$ cat src/rtl/row_argmax.sv
// Row-scoring sequencer: drives the multiplier one row at a time and keeps the signed argmax.
// Latency is NUM_ROWS*(1+D)+1 cycles from start to done; stalls wait on done_row, watchdog aborts.
module row_argmax #(
  parameter int NUM_ROWS = 10,
  parameter int TIMEOUT  = 1023
) (
  input  logic        clk,
  input  logic        rst,
  input  logic        start,
  input  logic        done_row,
  input  logic [31:0] row_result,
  input  logic        overflow,
  output logic [3:0]  row_select,
  output logic        begin_mult,
  output logic        busy,
  output logic        done,
  output logic [3:0]  digit,
  output logic [31:0] max_value,
  output logic        sat_seen,
  output logic        error
);

  localparam int WW = $clog2(TIMEOUT + 1);
  localparam logic [3:0] LAST_ROW = 4'(NUM_ROWS - 1);
  localparam logic [WW-1:0] WDOG_LAST = WW'(TIMEOUT - 1);

  typedef enum logic [2:0] {
    S_IDLE,
    S_ISSUE,
    S_WAIT,
    S_DONE,
    S_ABORT
  } state_t;

  state_t        state_q, state_d;
  logic [3:0]    row_q, row_d;
  logic [WW-1:0] wdog_q, wdog_d;
  logic [31:0]   best_q, best_d;
  logic [3:0]    digit_q, digit_d;
  logic          sat_q, sat_d;
  logic          err_q, err_d;
  logic [31:0]   score;

  // Overflow flips the sign bit, so a set MSB means the true sum was positive.
  always_comb begin
    score = row_result;
    if (overflow) begin
      score = row_result[31] ? 32'h7FFF_FFFF : 32'h8000_0000;
    end
  end

  always_comb begin
    state_d = state_q;
    row_d   = row_q;
    wdog_d  = wdog_q;
    best_d  = best_q;
    digit_d = digit_q;
    sat_d   = sat_q;
    err_d   = err_q;
    case (state_q)
      S_IDLE: begin
        if (start) begin
          state_d = S_ISSUE;
          row_d   = 4'd0;
          best_d  = 32'd0;
          digit_d = 4'd0;
          sat_d   = 1'b0;
          err_d   = 1'b0;
        end
      end
      S_ISSUE: begin
        wdog_d  = '0;
        state_d = S_WAIT;
      end
      S_WAIT: begin
        wdog_d = wdog_q + 1'b1;
        // done_row takes priority over a watchdog expiry in the same cycle.
        if (done_row) begin
          if ((row_q == 4'd0) || ($signed(score) > $signed(best_q))) begin
            best_d  = score;
            digit_d = row_q;
          end
          if (overflow) begin
            sat_d = 1'b1;
          end
          if (row_q == LAST_ROW) begin
            state_d = S_DONE;
          end else begin
            row_d   = row_q + 4'd1;
            state_d = S_ISSUE;
          end
        end else if (wdog_q == WDOG_LAST) begin
          err_d   = 1'b1;
          state_d = S_ABORT;
        end
      end
      S_DONE:  state_d = S_IDLE;
      S_ABORT: state_d = S_IDLE;
      default: state_d = S_IDLE;
    endcase
  end

  always_ff @(posedge clk) begin
    if (rst) begin
      state_q <= S_IDLE;
      row_q   <= 4'd0;
      wdog_q  <= '0;
      best_q  <= 32'd0;
      digit_q <= 4'd0;
      sat_q   <= 1'b0;
      err_q   <= 1'b0;
    end else begin
      state_q <= state_d;
      row_q   <= row_d;
      wdog_q  <= wdog_d;
      best_q  <= best_d;
      digit_q <= digit_d;
      sat_q   <= sat_d;
      err_q   <= err_d;
    end
  end

  assign row_select = row_q;
  assign begin_mult = (state_q == S_ISSUE);
  assign busy       = (state_q != S_IDLE);
  assign done       = (state_q == S_DONE);
  assign digit      = digit_q;
  assign max_value  = best_q;
  assign sat_seen   = sat_q;
  assign error      = err_q;

endmodule
$ cat config.mk
export PLATFORM = sky130hd
export DESIGN_NAME = row_argmax
export DESIGN_NICKNAME = d
export VERILOG_FILES = /design/src/rtl/row_argmax.sv
export SDC_FILE = /design/constraint.sdc
export NUM_CORES = 1
export LEC_CHECK = 0
export BUFFER_PORTS_ARGS = -buffer_cell sky130_fd_sc_hd__buf_2
export CORE_AREA = 3 3 79 99
export DETAILED_ROUTE_END_ITERATION = 7
export DIE_AREA = 0 0 82 102
export PLACE_DENSITY = 0.82
export SYNTH_ARGS = -nofsm -noshare
export SYNTH_HDL_FRONTEND = slang
export SYNTH_SLANG_ARGS = --single-unit
$ cat constraint.sdc
create_clock -name clk -period 3.2 [get_ports clk]
set_input_delay 0.64 -clock clk [delete_from_list [all_inputs] [get_ports clk]]
set_output_delay 0.64 -clock clk [all_outputs]
set_load 0.005 [all_outputs]
==> results of run 1 <==
critical path: stages:
cell and delay, ns:
sky130_fd_sc_hd__buf_2 0.11, sky130_fd_sc_hd__nand2_1 0.11, sky130_fd_sc_hd__buf_12 0.17, sky130_fd_sc_hd__o21ai_0 0.17, sky130_fd_sc_hd__ha_1 0.33, sky130_fd_sc_hd__nand4_1 0.14
sky130_fd_sc_hd__nor4_2 0.36, sky130_fd_sc_hd__a31o_1 0.21, sky130_fd_sc_hd__and3b_1 0.21, sky130_fd_sc_hd__a211oi_4 0.26, sky130_fd_sc_hd__buf_4 0.18, sky130_fd_sc_hd__buf_12 0.17
sky130_fd_sc_hd__mux2i_1 0.21
per-layer routing:
| metal | vias to the layer above | global-route usage | share of wire |
|---|---|---|---|
| li1 | 1745 | - | - |
| met1 | 1616 | 0.262 | 0.42 |
| met2 | 109 | 0.386 | 0.50 |
| met3 | 21 | 0.0379 | 0.052 |
| met4 | 0 | 0.0806 | 0.021 |
| met5 | - | 0 | 0 |
worst min path at each step:
stage	from	endpoint	slack [ns]	depth (start not counted)
detailed placement	error	error	0.47	2
CTS	error	error	0.49	2
global route	error	error	0.51	2
global placement	sat_seen	sat_seen	0.46	2
finish	error	error	0.48	2
floorplan	error	error	0.46	2
repair_timing:
item,in CTS,in global routing
buffers inserted,0,2
hold buffers,0,0
endpoints found under the hold margin,0,0
setup endpoints to repair,0,12
flip-flops by register name, summed over array words and instances (netlist names):
signal,flops
digit,4
error,1
max_value,32
row_select,4
sat_seen,1
state_q,3
wdog_q,10
through the flow:
stage               total power, uW  utilization
floorplan                      1010            -
global placement               1100        0.623
detailed placement             1110        0.623
CTS                            1480        0.634
global route                   1580        0.640
finish                         1490        0.640
power by group through the flow:
| stage | clock [uW] | combinational, uW | sequential, uW |
|---|---|---|---|
| 2_1_floorplan | 0 | 284 | 724 |
| 3_3_place_gp | 0 | 374 | 727 |
| 3_5_place_dp | 0 | 387 | 728 |
| 4_1_cts | 377 | 389 | 712 |
| 5_1_grt | 405 | 457 | 714 |
| 6_report | 368 | 413 | 712 |
synthesized netlist by cell type, drive strengths merged (3+ instances only):
master,count
nor2,25
nand4,9
buf,5
ha,37
a21oi,29
nand3b,35
or3,6
a211oi,5
nor2b,3
o21ai,41
nor3,4
nand3,10
nand2,13
nand2b,37
inv,68
dfxtp,55
mux2i,37
clkbuf,21
cell type report:
type / instances / area share
clock inverter: 1 / 0.00168
inverter: 68 / 0.0572
multi-input combinational: 316 / 0.511
tap: 90 / 0.0252
sequential: 55 / 0.247
clock buffer: 5 / 0.0154
timing repair buffer: 106 / 0.142
cells by family after synthesis:
| kind of cell | Yosys count | synth area share |
|---|---|---|
| adder cells (fa/ha/maj) | 37 | 0.122 |
| AND/OR/NAND/NOR | 152 | 0.242 |
| flip-flops | 55 | 0.291 |
| XOR/XNOR | 3 | 0.00694 |
| buffers and inverters | 94 | 0.110 |
| multiplexers | 38 | 0.101 |
| AO/OA/AOI/OAI | 86 | 0.128 |
==> results list, run 1 <==
- The worst register-to-register path has a depth of 10.
- Number of resized instances in the post-cts repair step: 0
- Final weighted congestion in routability-driven placement: 0.825
- Of the total power, the share spent switching nets is 0.302.
- Post-route worst hold slack: 0.479 ns
- Slew @ Worst Pin: 0.467 ns
* Total clock buffers created by CTS: 5
* Area growth, synth to finish: 17.9%
- The count of cells in the finished layout, fillers not included, comes to 641.
* Static leakage: 0.00203 uW
* Sequential element share of the synthesized area: 0.291
* Critical path data required time: 3.43 ns
- The max-slew violation total from the final report was 0.
* Period utilisation layout: 0.948
* Post-route DRC violation count: 0
* Flip-flop cell with the highest count after synthesis: sky130_fd_sc_hd__dfxtp_1
- Tightest Hold Check Type: reg2reg
* Fraction of final layout cells sized beyond drive strength 1: 0.216
- Critical Path Fanout Max: 26
- The library cell used most frequently in the layout, excluding fill and tap cells, is sky130_fd_sc_hd__buf_2.
- Initial core utilization: 0.543
* CTS Root Cell: sky130_fd_sc_hd__clkbuf_8
* PnR worst setup slack: 0.166 ns
- Endpoints failing setup: 0
- Standard-cell rows: 34
* Relative contribution of combinational cells to total power: 0.277
- Detailed Route Iter0 Violations: 182
* Remaining global-route overflow: 0
* Kind of launch point of the worst setup path: input pin
- Leading post-synthesis cells by cell area: sky130_fd_sc_hd__dfxtp_1, sky130_fd_sc_hd__ha_1, sky130_fd_sc_hd__mux2i_1
- 0 antenna diodes ended up in the layout.
- In the routed layout, each cell is associated on average with a via count of 5.45.
- Max-Cap Viols: 0
- The worst setup path is captured at a flop.
* Number of sinks handled by clock tree synthesis: 55
- Max Fclk: 0.330 GHz
* Power spent charging and discharging nets: 451 uW
* Setup slack on the worst flop-to-flop path: 0.65 ns
- Initial antenna violation count: 0
- Setup total negative slack: 0 ns
- Dividing the synthesized area by the synthesized cell count gives 8.14 um^2.
- Worst clock skew: 0.00804 ns
- In this run, synthesis produced a sequential element count of 55.
- Internal: 1040 uW
* Average detailed-routed wire length per instance: 14.3 um
- Power density over the cells: 334 mW/mm^2
- Path type of the worst setup path: in2reg
- Largest net degree at the start of global routing: 69
* VDD IR max: 0.219 mV
* Status: complete, no violations
* Async set-or-reset flop fraction in the synthesized netlist: 0
* Worst Setup EP: max_value[16]
- Antenna Violating Nets Remaining: 0
- Wires add up to 9.20 mm.
- The clock reaches the later pin of the worst-skew pair after 0.31 ns.
- The first global-routing pass estimated 14.8 mm of wire.
- Yosys warning total: 0
* End of the worst register-to-register path: max_value[16]
- Count of endpoints failing hold in the final timing report: 0
- Subtracting the final worst setup slack from the clock period gives 3.03 ns.
- In this run the horizontal extent of the chip is 82 um.
- Total GRT Usage: 0.219
- sky130_fd_sc_hd__dfxtp_1 takes more of the synthesized area than any other cell.
* Yosys cell types: 42
- Net count after synthesis: 539
- Of the total power, the clock network draws 0.247.
- Portion of synthesized cell area occupied by the leading cell type: 0.291
- The library cells used most frequently in the layout, excluding fill and tap cells, are sky130_fd_sc_hd__buf_2, sky130_fd_sc_hd__inv_1, sky130_fd_sc_hd__dfxtp_1, sky130_fd_sc_hd__o21ai_0.
- The pre-antenna-repair detailed-routing pass consisted of 4 iterations.
- For the worst setup path, the data arrival time is 3.27 ns.
- Number of filler instances in the final layout: 637
- Area taken by flip-flops and latches: 0.00110 mm^2
- DIE AREA: 0.00836 mm^2
- Nets: 626
* DP Area: 0.00435 mm^2
- Counting flops with a built-in enable in the synthesized netlist gives 0.
* Post-Synthesis Cell Area: 0.00379 mm^2
* Ports placed on the boundary: 82
- Vias in the first global route: 3,440
- The multi-input combinational cells in the finished layout cover a total of 0.00228 mm^2.
* CTS tree: built
- The core region is 0.00698 mm^2.
* H-Tree Depth: 2
* Maximum root-to-sink buffer count: 2
* Register clock-pin slew on the reported worst setup and hold paths: 0.09 ns
- Measured against its own limit, the worst slew margin works out to 0.689.
- At the placement stage, the worst setup path has a slack of -0.181 ns.
- Vias after detailed routing: 3,491
- The die is 102 um tall.
* Buffers added on ports: 81
- The startpoint identified for the worst register-to-register timing path is max_value[31].
* HPWL after detailed placement: 6.67 mm
- Worst setup path start: overflow
- Seq pwr share: 0.477
* RSZ-0062 raised after global routing: false
- Final design area excluding fillers: 0.00446 mm^2
- Placed instance count: 632
* Mapped Cells: 465
Note: power is estimated with default switching activity, not from simulation.
==> inputs of run 2 (changes only) <==
--- a/config.mk
+++ b/config.mk
@@ -6,9 +6,11 @@
 export NUM_CORES = 1
 export LEC_CHECK = 0
 export BUFFER_PORTS_ARGS = -buffer_cell sky130_fd_sc_hd__buf_2
-export CORE_AREA = 3 3 79 99
+export CELL_PAD_IN_SITES_DETAIL_PLACEMENT = 2
+export CELL_PAD_IN_SITES_GLOBAL_PLACEMENT = 2
+export CORE_AREA = 3 3 102 128
 export DETAILED_ROUTE_END_ITERATION = 7
-export DIE_AREA = 0 0 82 102
+export DIE_AREA = 0 0 105 131
 export PLACE_DENSITY = 0.82
 export SYNTH_ARGS = -nofsm -noshare
 export SYNTH_HDL_FRONTEND = slang
==> results list, run 2 (same netlist as run 1, synthesis figures left out) <==
* Status: finished with violations (was complete, no violations)
- Violations in the final reports: setup timing
- The final count of hold timing violations is 0 (unchanged).
* Die Span X: 105 um (was 82 um)
* HPWL after detailed placement: 9.15 mm (was 6.67 mm)
* Vias in the first global route: 4,091 (was 3,440)
* CTS Root Cell: sky130_fd_sc_hd__clkbuf_16 (was sky130_fd_sc_hd__clkbuf_8)
- The source of the critical timing path was overflow (unchanged).
* Static leakage: 0.00215 uW (was 0.00203 uW)
* Post-route DRC violation count: 0 (unchanged)
- The level count of the clock H-tree was 2 (unchanged).
* Final weighted congestion in routability-driven placement: 0.759 (was 0.825)
- The average via count per standard cell is 5.03 (was 5.45).
- Worst clock skew: 0.00672 ns (was 0.00804 ns)
* Critical Path Fanout Max: 16 (was 26)
- The critical hold path startpoint was error (unchanged).
- Number of sinks handled by clock tree synthesis: 55 (unchanged)
* Setup slack on the worst flop-to-flop path: 0.40 ns (was 0.65 ns)
- The final-layout worst hold slack came to 0.489 ns (was 0.479 ns).
* Worst relative slew slack: 0.673 (was 0.689)
- The kind of critical path is in2reg (unchanged).
- The worst min-delay path class is reg2reg (unchanged).
* CTS tree: built (unchanged)
- Max Fclk: 0.309 GHz (was 0.330 GHz)
* Setup total negative slack: -0.0723 ns (was 0 ns)
* Max-Cap Viols: 0 (unchanged)
- The proportion of layout cells with a drive suffix above 1 came to 0.247 (was 0.216).
- The sequential fraction of design power was 0.405 (was 0.477).
* Critical path data required time: 3.39 ns (was 3.43 ns)
- The placement-stage cell area came to 0.00455 mm^2 (was 0.00435 mm^2).
- The count of antenna diodes in the layout was 0 (unchanged).
* Register clock-pin slew on the reported worst setup and hold paths: 0.08 ns (was 0.09 ns)
- The final critical-path share of the clock period came to 1.01 (was 0.948).
- Power spent charging and discharging nets: 554 uW (was 451 uW)
- Count of placed standard cells in the final layout, fillers left out: 734 (was 641)
* Area inside the core boundary: 0.0120 mm^2 (was 0.00698 mm^2)
- Maximum root-to-sink buffer count: 2 (unchanged)
- Worst path arrival time: 3.43 ns (was 3.27 ns)
- The remaining number of nets flagged by the antenna check after routing came to 0 (unchanged).
- The clock latency of the later-clocked register in the worst-skew pair is 0.31 ns (about the same).
* Fin crit period: 3.24 ns (was 3.03 ns)
* Kind of launch point of the worst setup path: input pin (unchanged)
- Total clock buffers created by CTS: 5 (unchanged)
* Internal: 1210 uW (was 1040 uW)
* Switching share of total power: 0.315 (was 0.302)
- The total grt overflow came to 0 (unchanged).
- The slew of the pin with the lowest slew margin came to 0.489 ns (was 0.467 ns).
* VDD IR max: 0.249 mV (was 0.219 mV)
* Height of the die: 131 um (was 102 um)
- The total die area is 0.0138 mm^2 (was 0.00836 mm^2).
* Wirelength, routed: 13.5 mm (was 9.20 mm)
- The number of top-level pins came to 82 (unchanged).
* Buffers added on ports: 81 (unchanged)
* Crit. End Element: flop (unchanged)
- The initial antenna violation count was 0 (unchanged).
* Average detailed-routed wire length per instance: 18.3 um (was 14.3 um)
* Endpoints failing setup: 3 (was 0)
- The number of cells after detailed placement came to 721 (was 632).
- Commonest cells after routing, fill and taps aside: sky130_fd_sc_hd__buf_2, sky130_fd_sc_hd__inv_1, sky130_fd_sc_hd__dfxtp_1, sky130_fd_sc_hd__buf_4 (was sky130_fd_sc_hd__buf_2, sky130_fd_sc_hd__inv_1, sky130_fd_sc_hd__dfxtp_1, sky130_fd_sc_hd__o21ai_0).
- The start of the worst register-to-register path is max_value[31] (unchanged).
- The post-layout net count came to 643 (was 626).
* Standard-cell rows: 45 (was 34)
- The wire length of the first global-routing pass came to 20.1 mm (was 14.8 mm).
- PnR worst setup slack: -0.0353 ns (was 0.166 ns)
- Final design area excluding fillers: 0.00477 mm^2 (was 0.00446 mm^2)
- The number of iterations in the first detailed-routing pass is 4 (unchanged).
- The layout overhead on the synthesized area is 25.9% (was 17.9%).
- Relative contribution of combinational cells to total power: 0.265 (was 0.277)
* Initial core utilization: 0.314 (was 0.543)
* Max FFs per register: 32 (unchanged)
- The global router's overall resource usage was 0.181 (was 0.219).
- The part of the power in the clock network is 0.330 (was 0.247).
* Max-slew violation count: 0 (unchanged)
* Leading cell type in the layout, fill and taps excluded: sky130_fd_sc_hd__buf_2 (unchanged)
* Power density over the cells: 369 mW/mm^2 (was 334 mW/mm^2)
* Largest net degree at the start of global routing: 40 (was 69)
* Detailed Route Iter0 Violations: 109 (was 182)
* Vias after detailed routing: 3,692 (was 3,491)
[run 2: through the flow]
step,power [uW],setup slack (ns),utilization
6_report,1760,-0.0353,0.396
5_1_grt,1840,-0.135,0.396
4_1_cts,1740,-0.0343,0.391
3_5_place_dp,1160,-0.376,0.378
3_3_place_gp,1140,-0.104,0.378
2_1_floorplan,1010,0.183,-
[run 2: final cells by class]
cell class / instances / area (um^2)
Sequential cell: 55 / 1100
Clock buffer: 6 / 129
Multi-Input combinational cell: 316 / 2310
Tap cell: 164 / 205
Fill cell: 1396 / 7280
Timing Repair Buffer: 123 / 753
Clock inverter: 2 / 16.3
Inverter: 68 / 255
[run 2: per-layer routing]
layer | GRT usage | part of all wire | wire [um]
met5 | 0 | 0 | 0
met1 | 0.204 | 0.41 | 5580
met2 | 0.351 | 0.53 | 7180
met4 | 0.0533 | 0.025 | 342
met3 | 0.0270 | 0.027 | 361
[run 2: final timing paths]
check	endpoint	depth (start not counted)
hold reg to reg	error	2
setup reg to reg	max_value[0]	9
hold / removal	error	2
setup / recovery	max_value[0]	11
[run 2: what timing repair did]
| item | in CTS | in global routing |
|---|---|---|
| resized for setup | 1 | 16 |
| pin swaps | 1 | 6 |
| endpoints found under the setup margin | 35 | 36 |
| hold buffers | 0 | 0 |
| buffers inserted | 1 | 4 |
[run 2: critical path, cell delays in order]
cell and delay, ns:
sky130_fd_sc_hd__buf_2 0.13, sky130_fd_sc_hd__buf_4 0.20, sky130_fd_sc_hd__xor2_1 0.18, sky130_fd_sc_hd__ha_1 0.34, sky130_fd_sc_hd__nand4_1 0.28, sky130_fd_sc_hd__nor4_4 0.34
sky130_fd_sc_hd__a31o_1 0.21, sky130_fd_sc_hd__and3b_1 0.21, sky130_fd_sc_hd__a211oi_4 0.36, sky130_fd_sc_hd__buf_4 0.18, sky130_fd_sc_hd__mux2_1 0.33
[run 2: power groups by stage]
stage               Combinational, uW  Clock [uW]  Sequential (uW)
finish                            466         581              713
CTS                               443         589              713
global route                      514         615              716
global placement                  411           0              728
floorplan                         284           0              724
detailed placement                434           0              729
